[src/rtl/win_pkg.sv]
// Shared definitions for the 3x3 window generator: default pixel width,
// tap index constants (raster order, top-left to bottom-right), FSM state
// encoding and the tap-to-buffer index helper.
package win_pkg;

    localparam int unsigned DEF_DATA_W = 8;
    localparam int unsigned NUM_TAPS   = 9;

    localparam int unsigned TAP_TL = 0;
    localparam int unsigned TAP_T  = 1;
    localparam int unsigned TAP_TR = 2;
    localparam int unsigned TAP_L  = 3;
    localparam int unsigned TAP_C  = 4;
    localparam int unsigned TAP_R  = 5;
    localparam int unsigned TAP_BL = 6;
    localparam int unsigned TAP_B  = 7;
    localparam int unsigned TAP_BR = 8;

    typedef enum logic [1:0] {
        IDLE  = 2'd0,
        RUN   = 2'd1,
        FLUSH = 2'd2
    } win_state_e;

    // Shift-buffer position of tap k (k = 3*dy + dx); position 0 is the newest pixel.
    function automatic int unsigned tap_buf_idx(input int unsigned k, input int unsigned img_w);
        return (2 - (k / 3)) * img_w + (2 - (k % 3));
    endfunction

endpackage

[src/rtl/window_3x3_gen_if.sv]
// Pixel-in / window-out bundle of window_3x3_gen.
//   master : pixel source and window sink (drives in_valid/in_pixel)
//   slave  : the window generator (drives in_ready/out_valid/win)
// With WIN_POS_OUT_EN defined the bundle also carries out_row, out_col and
// out_last, and the IMG_W/IMG_H parameters that size them.
interface window_3x3_gen_if #(
    parameter int unsigned DATA_W = 8
`ifdef WIN_POS_OUT_EN
    ,
    parameter int unsigned IMG_W  = 8,
    parameter int unsigned IMG_H  = 8
`endif
);

    logic                  in_valid;
    logic                  in_ready;
    logic [DATA_W-1:0]     in_pixel;
    logic                  out_valid;
    logic [9*DATA_W-1:0]   win;

`ifdef WIN_POS_OUT_EN
    logic [$clog2(IMG_H)-1:0] out_row;
    logic [$clog2(IMG_W)-1:0] out_col;
    logic                     out_last;

    modport master (
        output in_valid, in_pixel,
        input  in_ready, out_valid, win, out_row, out_col, out_last
    );

    modport slave (
        input  in_valid, in_pixel,
        output in_ready, out_valid, win, out_row, out_col, out_last
    );
`else
    modport master (
        output in_valid, in_pixel,
        input  in_ready, out_valid, win
    );

    modport slave (
        input  in_valid, in_pixel,
        output in_ready, out_valid, win
    );
`endif

endinterface

[src/rtl/pix_shift_reg.sv]
// Pixel history shift register. On shift_en the newest pixel enters at
// entry 0 and every entry moves one place older.
//   clk      : rising-edge clock
//   shift_en : advance the buffer by one entry
//   din      : pixel shifted into entry 0
//   taps     : all entries, taps[i*DATA_W +: DATA_W] = entry i (0 = newest)
// Contents are intentionally not reset.
module pix_shift_reg #(
    parameter int unsigned DATA_W = 8,
    parameter int unsigned DEPTH  = 19
) (
    input  logic                    clk,
    input  logic                    shift_en,
    input  logic [DATA_W-1:0]       din,
    output logic [DEPTH*DATA_W-1:0] taps
);

    always_ff @(posedge clk) begin
        if (shift_en) begin
            taps <= {taps[(DEPTH-1)*DATA_W-1:0], din};
        end
    end

endmodule

[src/rtl/window_3x3_gen.sv]
// 3x3 neighbourhood generator for a raster-order pixel stream. Emits one
// zero-padded window per image pixel, in raster order, one cycle after the
// accept (or flush cycle) that completes it.
//   clk, rst : clock and synchronous active-high reset
//   bus      : slave side of window_3x3_gen_if
//              in_valid/in_ready/in_pixel : pixel input handshake
//              out_valid/win              : window output, tap k at win[k*DATA_W +: DATA_W]
// Optional build macro WIN_POS_OUT_EN adds out_row/out_col/out_last on bus.
module window_3x3_gen
    import win_pkg::*;
#(
    parameter int unsigned DATA_W = DEF_DATA_W,
    parameter int unsigned IMG_W  = 8,
    parameter int unsigned IMG_H  = 8
) (
    input  logic             clk,
    input  logic             rst,
    window_3x3_gen_if.slave  bus
);

    localparam int unsigned NPIX  = IMG_W * IMG_H;
    localparam int unsigned DEPTH = 2 * IMG_W + 3;
    localparam int unsigned CNT_W = $clog2(NPIX + 1);
    localparam int unsigned FL_W  = $clog2(IMG_W + 2);
    localparam int unsigned ROW_W = $clog2(IMG_H);
    localparam int unsigned COL_W = $clog2(IMG_W);
    localparam int unsigned WIN_W = NUM_TAPS * DATA_W;

    win_state_e              state;
    logic [CNT_W-1:0]        cnt;
    logic [FL_W-1:0]         fcnt;
    logic [ROW_W-1:0]        row;
    logic [COL_W-1:0]        col;
    logic                    in_ready_q;
    logic                    out_valid_q;
    logic [WIN_W-1:0]        win_q;

    logic                    accept_c;
    logic                    flush_c;
    logic                    shift_en_c;
    logic                    emit_c;
    logic [DATA_W-1:0]       shift_din_c;
    logic [DEPTH*DATA_W-1:0] taps;
    logic [DATA_W-1:0]       tap_c [NUM_TAPS];
    logic [WIN_W-1:0]        win_c;
    logic                    row_top_c;
    logic                    row_bot_c;
    logic                    col_lft_c;
    logic                    col_rgt_c;
    logic                    unused_taps;

    // Handshake and buffer control; flush cycles shift zeros.
    assign accept_c    = bus.in_valid & in_ready_q;
    assign flush_c     = (state == FLUSH);
    assign shift_en_c  = accept_c | flush_c;
    assign shift_din_c = accept_c ? bus.in_pixel : '0;
    assign emit_c      = flush_c | (accept_c && (cnt >= CNT_W'(IMG_W + 1)));

    pix_shift_reg #(
        .DATA_W (DATA_W),
        .DEPTH  (DEPTH)
    ) u_shift (
        .clk      (clk),
        .shift_en (shift_en_c),
        .din      (shift_din_c),
        .taps     (taps)
    );

    // Taps are read from the buffer as it will be after this cycle's shift,
    // so the window lands in win one cycle after the completing accept.
    for (genvar k = 0; k < NUM_TAPS; k++) begin : g_tap
        localparam int unsigned J = tap_buf_idx(k, IMG_W);
        if (J == 0) begin : g_new
            assign tap_c[k] = shift_din_c;
        end else begin : g_old
            assign tap_c[k] = taps[(J-1)*DATA_W +: DATA_W];
        end
    end

    // Only a subset of the history feeds the window; the rest is pure delay.
    assign unused_taps = ^taps;

    // Border zero mask, keyed on the centre position of the window being emitted.
    assign row_top_c = (row == '0);
    assign row_bot_c = (row == ROW_W'(IMG_H - 1));
    assign col_lft_c = (col == '0);
    assign col_rgt_c = (col == COL_W'(IMG_W - 1));

    always_comb begin
        win_c = '0;
        for (int k = 0; k < NUM_TAPS; k++) begin
            if (!(((k / 3) == 0 && row_top_c) ||
                  ((k / 3) == 2 && row_bot_c) ||
                  ((k % 3) == 0 && col_lft_c) ||
                  ((k % 3) == 2 && col_rgt_c))) begin
                win_c[k*DATA_W +: DATA_W] = tap_c[k];
            end
        end
    end

`ifdef WIN_POS_OUT_EN
    logic [ROW_W-1:0] out_row_q;
    logic [COL_W-1:0] out_col_q;
    logic             out_last_q;

    // Position outputs registered alongside win.
    always_ff @(posedge clk) begin
        if (rst) begin
            out_row_q  <= '0;
            out_col_q  <= '0;
            out_last_q <= 1'b0;
        end else if (emit_c) begin
            out_row_q  <= row;
            out_col_q  <= col;
            out_last_q <= row_bot_c & col_rgt_c;
        end
    end

    assign bus.out_row  = out_row_q;
    assign bus.out_col  = out_col_q;
    assign bus.out_last = out_last_q;
`endif

    // FSM, pixel/flush counters, centre position and registered window.
    always_ff @(posedge clk) begin
        if (rst) begin
            state       <= IDLE;
            cnt         <= '0;
            fcnt        <= '0;
            row         <= '0;
            col         <= '0;
            in_ready_q  <= 1'b1;
            out_valid_q <= 1'b0;
            win_q       <= '0;
        end else begin
            out_valid_q <= emit_c;

            if (emit_c) begin
                win_q <= win_c;
                if (col_rgt_c) begin
                    col <= '0;
                    row <= row_bot_c ? '0 : row + ROW_W'(1);
                end else begin
                    col <= col + COL_W'(1);
                end
            end

            case (state)
                IDLE: begin
                    if (accept_c) begin
                        state <= RUN;
                        cnt   <= CNT_W'(1);
                    end
                end
                RUN: begin
                    if (accept_c) begin
                        cnt <= cnt + CNT_W'(1);
                        if (cnt == CNT_W'(NPIX - 1)) begin
                            state      <= FLUSH;
                            in_ready_q <= 1'b0;
                            fcnt       <= '0;
                        end
                    end
                end
                FLUSH: begin
                    fcnt <= fcnt + FL_W'(1);
                    if (fcnt == FL_W'(IMG_W)) begin
                        state      <= IDLE;
                        in_ready_q <= 1'b1;
                        cnt        <= '0;
                    end
                end
                default: begin
                    state <= IDLE;
                end
            endcase
        end
    end

    assign bus.in_ready  = in_ready_q;
    assign bus.out_valid = out_valid_q;
    assign bus.win       = win_q;

endmodule
[src/flat_wrapper.sv]
// flat-port wrapper written by rule: the top's interface ports become plain ports
module window_3x3_gen_flat import win_pkg::*;
#(
    parameter int unsigned DATA_W = DEF_DATA_W,
    parameter int unsigned IMG_W  = 8,
    parameter int unsigned IMG_H  = 8
)
  (clk, rst, bus_in_valid, bus_in_pixel, bus_in_ready, bus_out_valid, bus_win);
  window_3x3_gen_if #(.DATA_W(DATA_W)) bus_i ();
  input  logic clk;
  input  logic rst;
  input wire logic [$bits(bus_i.in_valid)-1:0] bus_in_valid;
  input wire logic [$bits(bus_i.in_pixel)-1:0] bus_in_pixel;
  output wire logic [$bits(bus_i.in_ready)-1:0] bus_in_ready;
  output wire logic [$bits(bus_i.out_valid)-1:0] bus_out_valid;
  output wire logic [$bits(bus_i.win)-1:0] bus_win;
  assign bus_i.in_valid = bus_in_valid;
  assign bus_i.in_pixel = bus_in_pixel;
  assign bus_in_ready = bus_i.in_ready;
  assign bus_out_valid = bus_i.out_valid;
  assign bus_win = bus_i.win;
  window_3x3_gen #(.DATA_W(DATA_W), .IMG_W(IMG_W), .IMG_H(IMG_H)) u_core (.clk(clk), .rst(rst), .bus(bus_i));
endmodule
[config.mk]
export PLATFORM = sky130hd
export DESIGN_NAME = window_3x3_gen_flat
export DESIGN_NICKNAME = d
export VERILOG_FILES = /design/src/rtl/win_pkg.sv /design/src/rtl/window_3x3_gen_if.sv /design/src/rtl/pix_shift_reg.sv /design/src/rtl/window_3x3_gen.sv /design/src/flat_wrapper.sv
export SDC_FILE = /design/constraint.sdc
export NUM_CORES = 1
export LEC_CHECK = 0
export ABC_AREA = 0
export CAP_MARGIN = 15
export CORE_ASPECT_RATIO = 1.5
export CORE_UTILIZATION = 56
export DETAILED_ROUTE_END_ITERATION = 10
export GPL_TIMING_DRIVEN = 0
export PLACE_DENSITY = 0.84
export SLEW_MARGIN = 40
export SYNTH_ARGS = -nofsm -noshare
export SYNTH_HDL_FRONTEND = slang
export SYNTH_SLANG_ARGS = --single-unit
[constraint.sdc]
create_clock -name clk -period 5.2 [get_ports clk]
set_input_delay 0.78 -clock clk [delete_from_list [all_inputs] [get_ports clk]]
set_output_delay 0.78 -clock clk [all_outputs]
set_load 0.01 [all_outputs]
# [Word level (Yosys, flattened, before mapping)]
# Index checks and enable logic that the tools add are counted.
[word_totals] regBits=237 elab_cells=69
[classes] addsub=4 muxes=27 magnitude_cmp=1 n_eq_ne=10 n_reduce_logical=15 n_bitwise=3
[ops] cell="$mux 8" count=9
[ops] cell="$mux 7" count=3
[ops] cell="$pmux 7 s3" count=1
[ops] cell="$reduce_and 4->1" count=3
[ops] cell="$mux 2" count=4
[ops] cell="$mux 4" count=2
[ops] cell="$pmux 4 s2" count=1
[ops] cell="$add 7x1->7 const B" count=1
[ops] cell="$eq 7x6->1 const B" count=1
[ops] cell="$ge 7x4->1 const B" count=1
[ops] cell="$add 3x1->3 const B" count=2
[ops] cell="$eq 3x3->1 const B" count=2
[ops] cell="$logic_not 3->1" count=2
[ops] cell="$mux 3" count=2
[ops] cell="$ne 2x1->1 const B" count=3
[ops] cell="$pmux 2 s3" count=1
[ops] cell="$add 4x1->4 const B" count=1
[ops] cell="$eq 4x4->1 const B" count=1
[ops] cell="$logic_or 1x1->1" count=4
[ops] cell="$mux 1" count=3
[ops] cell="$reduce_and 3->1" count=1
[ops] cell="$reduce_bool 3->1" count=1
[ops] cell="$eq 2x1->1 const B" count=1
[ops] cell="$eq 2x2->1 const B" count=1
[ops] cell="8 further kinds" count=9

# [Longest topological paths before layout]
# Gate-level depths: netlist of run 1.
[logic_depth] depth_word=4 mapped_depth=8 mapped_depth_nobuf=6

# [Modules after synthesis]
# From an unflattened synthesis of run 1, not the netlist that was laid out.
[unflattened] cells_unflattened=622 hier_area_um2=8578.2
[modules_own_cells] module="pix_shift_reg" area_each_um2=4564.4 seq_area_each_um2=4564.4 n_inst=1 cells_per_inst=152
[modules_own_cells] module="window_3x3_gen" area_each_um2=4013.8 seq_area_each_um2=1861.8 n_inst=1 cells_per_inst=470

# [Worst setup path before layout of run 1]
# OpenSTA, ideal clock, no wires.
[synth_path] path_kind="input -> register" startpoint="input port bus_in_valid" endpoint="register u_core.u_shift.taps[0], enable pin" cell_stages=2 setup_time_ps=1225 n_path_buf=0 path_slack_ps=671 t_arrival_ps=3304 cell_sequence="nand2_1 nand2_1"
[synth_via] elab_chain_len=2
[synth_lines] item="start, declared" line="flat_wrapper.sv:12" rtl="input wire logic [$bits(bus_i.in_valid)-1:0] bus_in_valid;"
[synth_lines] item="$and 1x1->1" line="window_3x3_gen.sv:53" rtl="assign accept_c = bus.in_valid & in_ready_q;"
[synth_lines] item="$or 1x1->1" line="window_3x3_gen.sv:55" rtl="assign shift_en_c = accept_c | flush_c;"
[synth_lines] item="named net u_core.shift_en_c" line="window_3x3_gen.sv:40" rtl="logic shift_en_c;"
[synth_lines] item="end signal, assigned" line="pix_shift_reg.sv:20" rtl="taps <= {taps[(DEPTH-1)*DATA_W-1:0], din};"
[synth_lines] item="end, declared" line="pix_shift_reg.sv:15" rtl="output logic [DEPTH*DATA_W-1:0] taps"
# The timed path passes the listed nets, and every way through them passes these cells.
# A chain may end at the register's enable or synchronous reset.

# [Worst setup path in the final report of run 1]
[layout_path] startpoint="input port bus_in_valid" endpoint="register u_core.u_shift.taps[116], enable pin"
# Same word-level chain as after synthesis.

==> summary.md, run 1 <==
| Metric | Value |
|---|---|
| Start of the worst register-to-register path | u_core.state[0]$_SDFFE_PP0P_ |
| Hold-critical path depth | 0 |
| Leakage power figure | 3.61 nW |
| Power Dens Cells | 364 mW/mm^2 |
| Post-CTS Repair Setup Buffers | 0 |
| Reg-to-reg setup timing slack | 2.61 ns |
| Post-DRT Antenna Nets | 0 |
| Sequence of cells on the critical path | clkdlybuf4s50_1 -> nand2_1 -> nand2_4 -> buf_12 -> buf_12 -> buf_12 |
| Number of top-level design ports | 85 |
| Fraction of layout instances using a drive strength above 1 | 10.4% |
| Crit Reg-Reg Endpoint | u_core.u_shift.taps[116]$_DFFE_PP_ |
| Maximum number of pins on one net before global-route repair | 42 |
| Max Clock Skew | 0.0108 ns |
| Cell Area, Synth | 0.00838 mm^2 |
| Antenna diode instance count | 0 |
| Number of flops mapped to enable cells by yosys | 144 |
| Area fraction in compound gates after synthesis | 8.99% |
| Synth Register Bits | 237 |
| Wire length reported by the detailed router | 18.8 mm |
| Multiplexer share of the synthesized area | 0.478% |
| Most common library cells after synthesis | 144 x sky130_fd_sc_hd__edfxtp_1, 93 x sky130_fd_sc_hd__dfxtp_1, 75 x sky130_fd_sc_hd__nand2_1, 48 x sky130_fd_sc_hd__nand3_1, 37 x sky130_fd_sc_hd__a21oi_1 |
| Cell types occupying the most area after synthesis | sky130_fd_sc_hd__edfxtp_1 52%, sky130_fd_sc_hd__dfxtp_1 22%, sky130_fd_sc_hd__nand2_1 3.4% |
| Count of non-filler cells in the finished layout | 936 |
| Count of endpoints failing setup in the final report | 0 |
| Leading cell type by number of instances after synthesis | sky130_fd_sc_hd__edfxtp_1 |
| Die area | 0.0155 mm^2 |
| Wire length of the first global-routing pass | 29.3 mm |
| Worst setup EP type | register |
| Xor/xnor share of the synthesized area | 0.105% |
| Dpl cells | 898 |
| FMAX | 381 MHz |
| Sw Ratio | 20.2% |
| Vias per inst | 5.83 |
| Height of the die | 152 um |
| Launching element type of the critical path | input pin |
| Dominant combinational cell family by area after synthesis | simple AND/OR/NAND/NOR gates |
| Simple-gate portion of the synthesized area | 10.8% |
| Combinational share of power | 2.5% |
| DPL Wire Length | 12.6 mm |
| CP Data Arrival Time | 2.81 ns |
| Clk Latency, worst-skew pair | 0.49 ns |
| Maximum fanout encountered on the critical timing path | 41 |
| Global-route total usage across every layer | 25.3% |
| Number of instances resized during post-cts repair | 0 |
| Final standard cell area without fillers | 0.0102 mm^2 |
| CP top delay family | buffers and inverters |
| Required time of the critical path | 5.38 ns |
| RD Place Congestion | 0.879 |
| Fraction of synthesis flops using an asynchronous set or reset pin | 0% |
| Switching power | 752 uW |
| Clock sinks | 237 |
| DP Worst Slack | 2.07 ns |
| Post-synthesis share of cell area spent on full adders, half adders and majority gates | 2.24% |
| Max incr delay on CP | 0.54 ns |
| Violation count after the first detailed-route iteration | 379 |
| Slew HR | 53.0% |
| Vias in the first global route | 5715 |
| Number of antenna violations at the first check in global routing | 0 |
| CTS root buf | sky130_fd_sc_hd__clkbuf_16 |
| Register area | 0.00619 mm^2 |
| Prevailing post-synth register cell | sky130_fd_sc_hd__edfxtp_1 |
| Synthesized instance count | 615 |
| Worst slew pin tran | 0.701 ns |
| Avg WL per Cell | 20.1 um |
| Cell with the biggest individual delay on the critical path | sky130_fd_sc_hd__clkdlybuf4s50_1 |
| # fillers | 982 |
| Standard cell area after detailed placement | 0.00953 mm^2 |
| Area of the core | 0.0146 mm^2 |
| Buffers from clock root to sink, at most | 3 |
| Synth area leader | sky130_fd_sc_hd__edfxtp_1 |
| Setup repair after global routing missed its margin | no |
| TritonCTS clock tree | built |
| Outcome | complete, no violations |
| Number of clock buffers inserted by TritonCTS | 21 |
| Yosys warning total | 0 |
| Die boundary width | 102 um |
| Residual DRC count | 0 |
| Sequential cell area fraction in the yosys report | 73.9% |
| Area growth, synth to finish | 22.0% |
| H-Tree Level Count | 1 |
| Mapped Nets | 641 |
| Area share of the leading cell type in the synthesized netlist | 51.6% |
| Port Buffer Count | 84 |
| Critical Path Source | bus_in_valid |
| Cell repeated most along the worst path | sky130_fd_sc_hd__buf_12 |
| Vias after detailed routing | 5454 |
| Gr ovfl total | 0 |
| Crit Path Class | in -> reg |
| Part of the power in the clock network | 41.1% |
| Clock period minus final worst setup slack | 2.63 ns |
| Total count of hold-check failures in the final report | 0 |
| Site Rows | 54 |
| Register clock-pin slew on the reported worst setup and hold paths | 0.06 ns |
| Endpoint of the worst hold-timing path | u_core.u_shift.taps[36]$_DFFE_PP_ |
| Area occupied by multi-input gates | 0.00191 mm^2 |
| Number of gates on the worst path with buffers counted | 6 |
| Sequential group share of total power | 56.4% |
| Final net count | 751 |
| Buffers & Inverters on Critical Path | 4 |
| Setup ws final | 2.57 ns |
| Post-synth cell types | 47 |
| Origin of the worst min-delay path | u_core.u_shift.taps[28]$_DFFE_PP_ |
| Initial cell density of the core | 57.4% |
| Worst Reg-to-Reg Cells | 7 |
| Final worst path period share | 50.5% |
| Max capacitance violation total | 0 |
| Synthesized area per cell | 13.6 um^2 |
| Count of pins over their slew limit | 0 |
| Cell internal power dissipation | 2.97 mW |
| Hold Path Class | reg -> reg |
| Hold-fix buffers, CTS | 0 |
| DRT Pass-1 Iters | 4 |
| Max IR drop VDD | 0.000268 V |
-- power by group through the flow --
stage                     Sequential, mW  Combinational [mW]  Clock [mW]
after floorplan                     2.13              0.0560           0
after global placement              2.14              0.0809           0
after detailed placement            2.14              0.0930           0
after CTS                           2.10              0.0934        1.54
after global routing                2.10               0.101        1.61
final                               2.10              0.0934        1.53
-- layout by cell type, fill, tap and decap left out, types with 2 or more instances in the layout --
| cell type | n |
|---|---|
| sky130_fd_sc_hd__clkbuf_16 | 22 |
| sky130_fd_sc_hd__a31o_2 | 18 |
| sky130_fd_sc_hd__and2_1 | 2 |
| sky130_fd_sc_hd__nand2b_1 | 2 |
| sky130_fd_sc_hd__nor3_1 | 3 |
| sky130_fd_sc_hd__o31ai_1 | 8 |
| sky130_fd_sc_hd__a21oi_1 | 36 |
| sky130_fd_sc_hd__clkbuf_8 | 3 |
| sky130_fd_sc_hd__inv_1 | 23 |
| sky130_fd_sc_hd__buf_6 | 10 |
| sky130_fd_sc_hd__dfxtp_1 | 93 |
| sky130_fd_sc_hd__buf_12 | 3 |
| sky130_fd_sc_hd__clkinv_2 | 4 |
| sky130_fd_sc_hd__edfxtp_1 | 144 |
| sky130_fd_sc_hd__buf_1 | 5 |
| sky130_fd_sc_hd__a2bb2oi_1 | 2 |
| sky130_fd_sc_hd__o311ai_0 | 2 |
| sky130_fd_sc_hd__nand4b_1 | 2 |
| sky130_fd_sc_hd__mux2i_1 | 4 |
| sky130_fd_sc_hd__nor2b_1 | 5 |
| sky130_fd_sc_hd__nor2_1 | 10 |
| sky130_fd_sc_hd__clkdlybuf4s50_1 | 84 |
| sky130_fd_sc_hd__nand2_1 | 74 |
| sky130_fd_sc_hd__nand4_1 | 2 |
| sky130_fd_sc_hd__and3_1 | 19 |
| sky130_fd_sc_hd__a31oi_1 | 2 |
| sky130_fd_sc_hd__clkbuf_1 | 17 |
| sky130_fd_sc_hd__ha_1 | 15 |
| sky130_fd_sc_hd__o21ai_0 | 35 |
| sky130_fd_sc_hd__nand3b_1 | 9 |
| sky130_fd_sc_hd__clkinv_1 | 3 |
| sky130_fd_sc_hd__buf_2 | 5 |
| sky130_fd_sc_hd__nor3_2 | 2 |
| sky130_fd_sc_hd__nand3_1 | 48 |
-- per-layer routing --
layer	vias up	global-route usage, %	part of all wire [%]
li1	2467	-	-
met1	2660	27.9	37
met2	273	46.7	53
met3	54	5.60	6.8
met4	0	10.4	3.1
met5	-	0	0
-- metrics by stage --
step / hold slack, ns / setup TNS, ns / power, mW / utilization (%)
2_1_floorplan: 0.400 / 0 / 2.19 / -
3_3_place_gp: 0.405 / -118.64 / 2.22 / 64.8
3_5_place_dp: 0.405 / 0 / 2.23 / 65.3
4_1_cts: 0.414 / 0 / 3.73 / 70.0
5_1_grt: 0.423 / 0 / 3.81 / 70.0
6_report: 0.417 / 0 / 3.72 / 70.0
-- worst reg2reg max path, cell delays in order, from the launching register on --
cell                      delay [ns]
sky130_fd_sc_hd__dfxtp_1        0.33
sky130_fd_sc_hd__inv_1          0.12
sky130_fd_sc_hd__ha_1           0.35
sky130_fd_sc_hd__inv_1          0.21
sky130_fd_sc_hd__nand2_4        0.41
sky130_fd_sc_hd__buf_12         0.29
sky130_fd_sc_hd__buf_12         0.27
sky130_fd_sc_hd__buf_12         0.26
-- final cells by class --
type                    instances  share of cell area, %
plain buffers                  34                   2.04
clock buffers                  28                   5.90
clock inverters                10                  0.783
inverters                      24                  0.881
multi-input cells             320                   18.7
well taps                     196                   2.40
repair buffers                 87                   8.81
flip-flops and latches        237                   60.5
-- sequential cells by signal, summed over array words and instances, names as in the netlist --
name                  flops
u_core.u_shift.taps     144
u_core.bus.win           72
u_core.cnt                7
u_core.fcnt               4
u_core.col                3
u_core.row                3
u_core.state              2
u_core.bus.in_ready       1
u_core.bus.out_valid      1
-- worst max path at each step --
stage,end,slack [ns]
floorplan,u_core.u_shift.taps[0]$_DFFE_PP_,0.67
global placement,u_core.u_shift.taps[125]$_DFFE_PP_,-0.84
detailed placement,u_core.u_shift.taps[125]$_DFFE_PP_,2.07
CTS,u_core.u_shift.taps[133]$_DFFE_PP_,2.60
global route,u_core.u_shift.taps[141]$_DFFE_PP_,2.44
finish,u_core.u_shift.taps[116]$_DFFE_PP_,2.57
-- kinds of logic after synthesis --
kind of cell	count (synthesis)
AND/OR/NAND/NOR	184
XOR/XNOR	1
multiplexers	4
flip-flops	237
adder cells (fa/ha/maj)	15
AO/OA/AOI/OAI	116
buffers and inverters	58
(Power assumes the default switching activity.)
==> inputs of run 2 (changes only) <==
==> constraint.sdc (replaced) <==
create_clock -name clk -period 2.7 [get_ports clk]
set_input_delay 0.405 -clock clk [delete_from_list [all_inputs] [get_ports clk]]
set_output_delay 0.405 -clock clk [all_outputs]
set_load 0.01 [all_outputs]
==> summary.md, run 2 (synthesized netlist as in run 1, its figures left out) <==
| Metric | Value |
|---|---|
| Register area | 0.00619 mm^2 |
| Global-route total usage across every layer | 24.5% |
| Commonest cells after routing, fill and taps aside | 144 x sky130_fd_sc_hd__edfxtp_1, 93 x sky130_fd_sc_hd__dfxtp_1, 84 x sky130_fd_sc_hd__clkdlybuf4s50_1, 74 x sky130_fd_sc_hd__nand2_1, 48 x sky130_fd_sc_hd__nand3_1 |
| Vias after detailed routing | 5391 |
| Buffers & Inverters on Critical Path | 3 |
| Final standard cell area without fillers | 0.0102 mm^2 |
| Violation count after the first detailed-route iteration | 364 |
| Area growth, synth to finish | 21.8% |
| Wire length reported by the detailed router | 18.1 mm |
| Count of endpoints failing setup in the final report | 0 |
| Cell internal power dissipation | 5.73 mW |
| Height of the die | 152 um |
| Gr ovfl total | 0 |
| Outcome | complete, no violations |
| TritonCTS clock tree | built |
| Final worst path period share | 91.9% |
| Initial cell density of the core | 57.4% |
| CP top delay family | simple AND/OR/NAND/NOR gates |
| Number of antenna violations at the first check in global routing | 0 |
| Leakage power figure | 3.60 nW |
| H-Tree Level Count | 1 |
| Max IR drop VDD | 0.000512 V |
| Die area | 0.0155 mm^2 |
| Reg-to-reg setup timing slack | 0.22 ns |
| Maximum fanout encountered on the critical timing path | 10 |
| Worst slew pin tran | 0.700 ns |
| Cell with the biggest individual delay on the critical path | sky130_fd_sc_hd__or4_4 |
| FMAX | 403 MHz |
| Max Clock Skew | 0.00899 ns |
| Vias per inst | 5.77 |
| CP Data Arrival Time | 2.88 ns |
| Slew HR | 53.1% |
| Dpl cells | 896 |
| Register clock-pin slew on the reported worst setup and hold paths | 0.07 ns |
| Avg WL per Cell | 19.4 um |
| Residual DRC count | 0 |
| Sequential group share of total power | 56.3% |
| Max capacitance violation total | 0 |
| Fraction of layout instances using a drive strength above 1 | 10.3% |
| Launching element type of the critical path | register |
| Maximum number of pins on one net before global-route repair | 77 |
| CTS root buf | sky130_fd_sc_hd__clkbuf_16 |
| Antenna diode instance count | 0 |
| Total count of hold-check failures in the final report | 0 |
| Number of clock buffers inserted by TritonCTS | 21 |
| Clock period minus final worst setup slack | 2.48 ns |
| Post-DRT Antenna Nets | 0 |
| Final total negative setup slack | 0 ns |
| Number of instances resized during post-cts repair | 0 |
| Combinational share of power | 2.4% |
| Register containing the most flip-flops in the final layout | u_core.u_shift.taps |
| Wire length of the first global-routing pass | 28.4 mm |
| Port Buffer Count | 84 |
| Cell repeated most along the worst path | sky130_fd_sc_hd__buf_6 |
| Site Rows | 54 |
| Number of flip-flops in the largest register | 144 |
| Setup repair after global routing missed its margin | no |
| Worst setup EP type | register |
| Switching power | 1.46 mW |
| Crit Path Class | reg -> reg |
| Count of non-filler cells in the finished layout | 934 |
| Setup ws final | 0.218 ns |
| DPL Wire Length | 12.0 mm |
| Area occupied by multi-input gates | 0.00192 mm^2 |
| Number of top-level design ports | 85 |
| Power Dens Cells | 704 mW/mm^2 |
| Sequence of cells on the critical path | inv_1 -> ha_1 -> or4_4 -> o22ai_4 -> buf_6 -> buf_6 -> nand2_1 -> a21oi_1 |
| Required time of the critical path | 3.10 ns |
| Hold_ws | 0.418 ns |
| Final net count | 749 |
| Post-CTS Repair Setup Buffers | 0 |
| DP Worst Slack | 0.107 ns |
| Max incr delay on CP | 0.57 ns |
| Standard cell area after detailed placement | 0.00951 mm^2 |
| Buffers from clock root to sink, at most | 3 |
| # fillers | 989 |
| RD Place Congestion | 0.842 |
| Count of pins over their slew limit | 0 |
| Part of the power in the clock network | 41.3% |
| DRT Pass-1 Iters | 5 |
| Hold-fix buffers, CTS | 0 |
| Clk Latency, worst-skew pair | 0.50 ns |
| Hold Path Class | reg -> reg |
| Sw Ratio | 20.3% |
| Vias in the first global route | 5600 |
| Die boundary width | 102 um |
| Clock sinks | 237 |
| Area of the core | 0.0146 mm^2 |
| Commonest non-fill, non-tap cell in the layout | sky130_fd_sc_hd__edfxtp_1 |
## run 2: layout make-up
type,count,area share (%)
inverters,24,0.883
clock buffers,25,5.51
plain buffers,34,2.05
clock inverters,13,1.24
multi-input cells,320,18.8
repair buffers,85,8.51
flip-flops and latches,237,60.6
well taps,196,2.40
## run 2: metrics by stage
| stage | utilization (%) | total power, mW |
|---|---|---|
| detailed placement | 65.2 | 4.29 |
| floorplan | - | 4.20 |
| global placement | 64.9 | 4.27 |
| CTS | 69.9 | 7.21 |
| global route | 69.9 | 7.38 |
| finish | 69.9 | 7.18 |
## run 2: path summary, 6_finish.rpt
path | start | to | depth (start not counted)
worst max register to register | u_core.state[0]$_SDFFE_PP0P_ | u_core.bus.win[36]$_SDFFE_PP0P_ | 8
worst min register to register | u_core.u_shift.taps[111]$_DFFE_PP_ | u_core.u_shift.taps[119]$_DFFE_PP_ | 0
worst max-delay path | u_core.state[0]$_SDFFE_PP0P_ | u_core.bus.win[36]$_SDFFE_PP0P_ | 8
worst min-delay path | u_core.u_shift.taps[111]$_DFFE_PP_ | u_core.u_shift.taps[119]$_DFFE_PP_ | 0
## run 2: worst reg2reg max path: stages (launching register included)
cell                      delay, ns
sky130_fd_sc_hd__dfxtp_1       0.37
sky130_fd_sc_hd__inv_1         0.10
sky130_fd_sc_hd__ha_1          0.33
sky130_fd_sc_hd__or4_4         0.57
sky130_fd_sc_hd__o22ai_4       0.34
sky130_fd_sc_hd__buf_6         0.23
sky130_fd_sc_hd__buf_6         0.16
sky130_fd_sc_hd__nand2_1       0.07
sky130_fd_sc_hd__a21oi_1       0.22
## run 2: routing by layer
metal | up-vias | GRT usage, % | share of wire [%]
li1 | 2462 | - | -
met1 | 2634 | 27.3 | 37
met2 | 242 | 44.7 | 52
met3 | 53 | 5.28 | 7.3
met4 | 0 | 10.4 | 3.6
met5 | - | 0 | 0
## run 2: power groups by stage
stage               registers, mW  clock network, mW  logic, mW
CTS                          4.04               3.00      0.172
detailed placement           4.12                  0      0.171
floorplan                    4.09                  0      0.109
global placement             4.11                  0      0.157
global route                 4.05               3.14      0.188
finish                       4.04               2.97      0.173
==> inputs of run 3 (changes only) <==
--- a/config.mk
+++ b/config.mk
@@ -5,7 +5,6 @@
 export SDC_FILE = /design/constraint.sdc
 export NUM_CORES = 1
 export LEC_CHECK = 0
-export ABC_AREA = 0
 export CAP_MARGIN = 15
 export CORE_ASPECT_RATIO = 1.5
 export CORE_UTILIZATION = 56
==> results of run 3 <==
Final layout, timing and power as in run 2 (identical DEF).
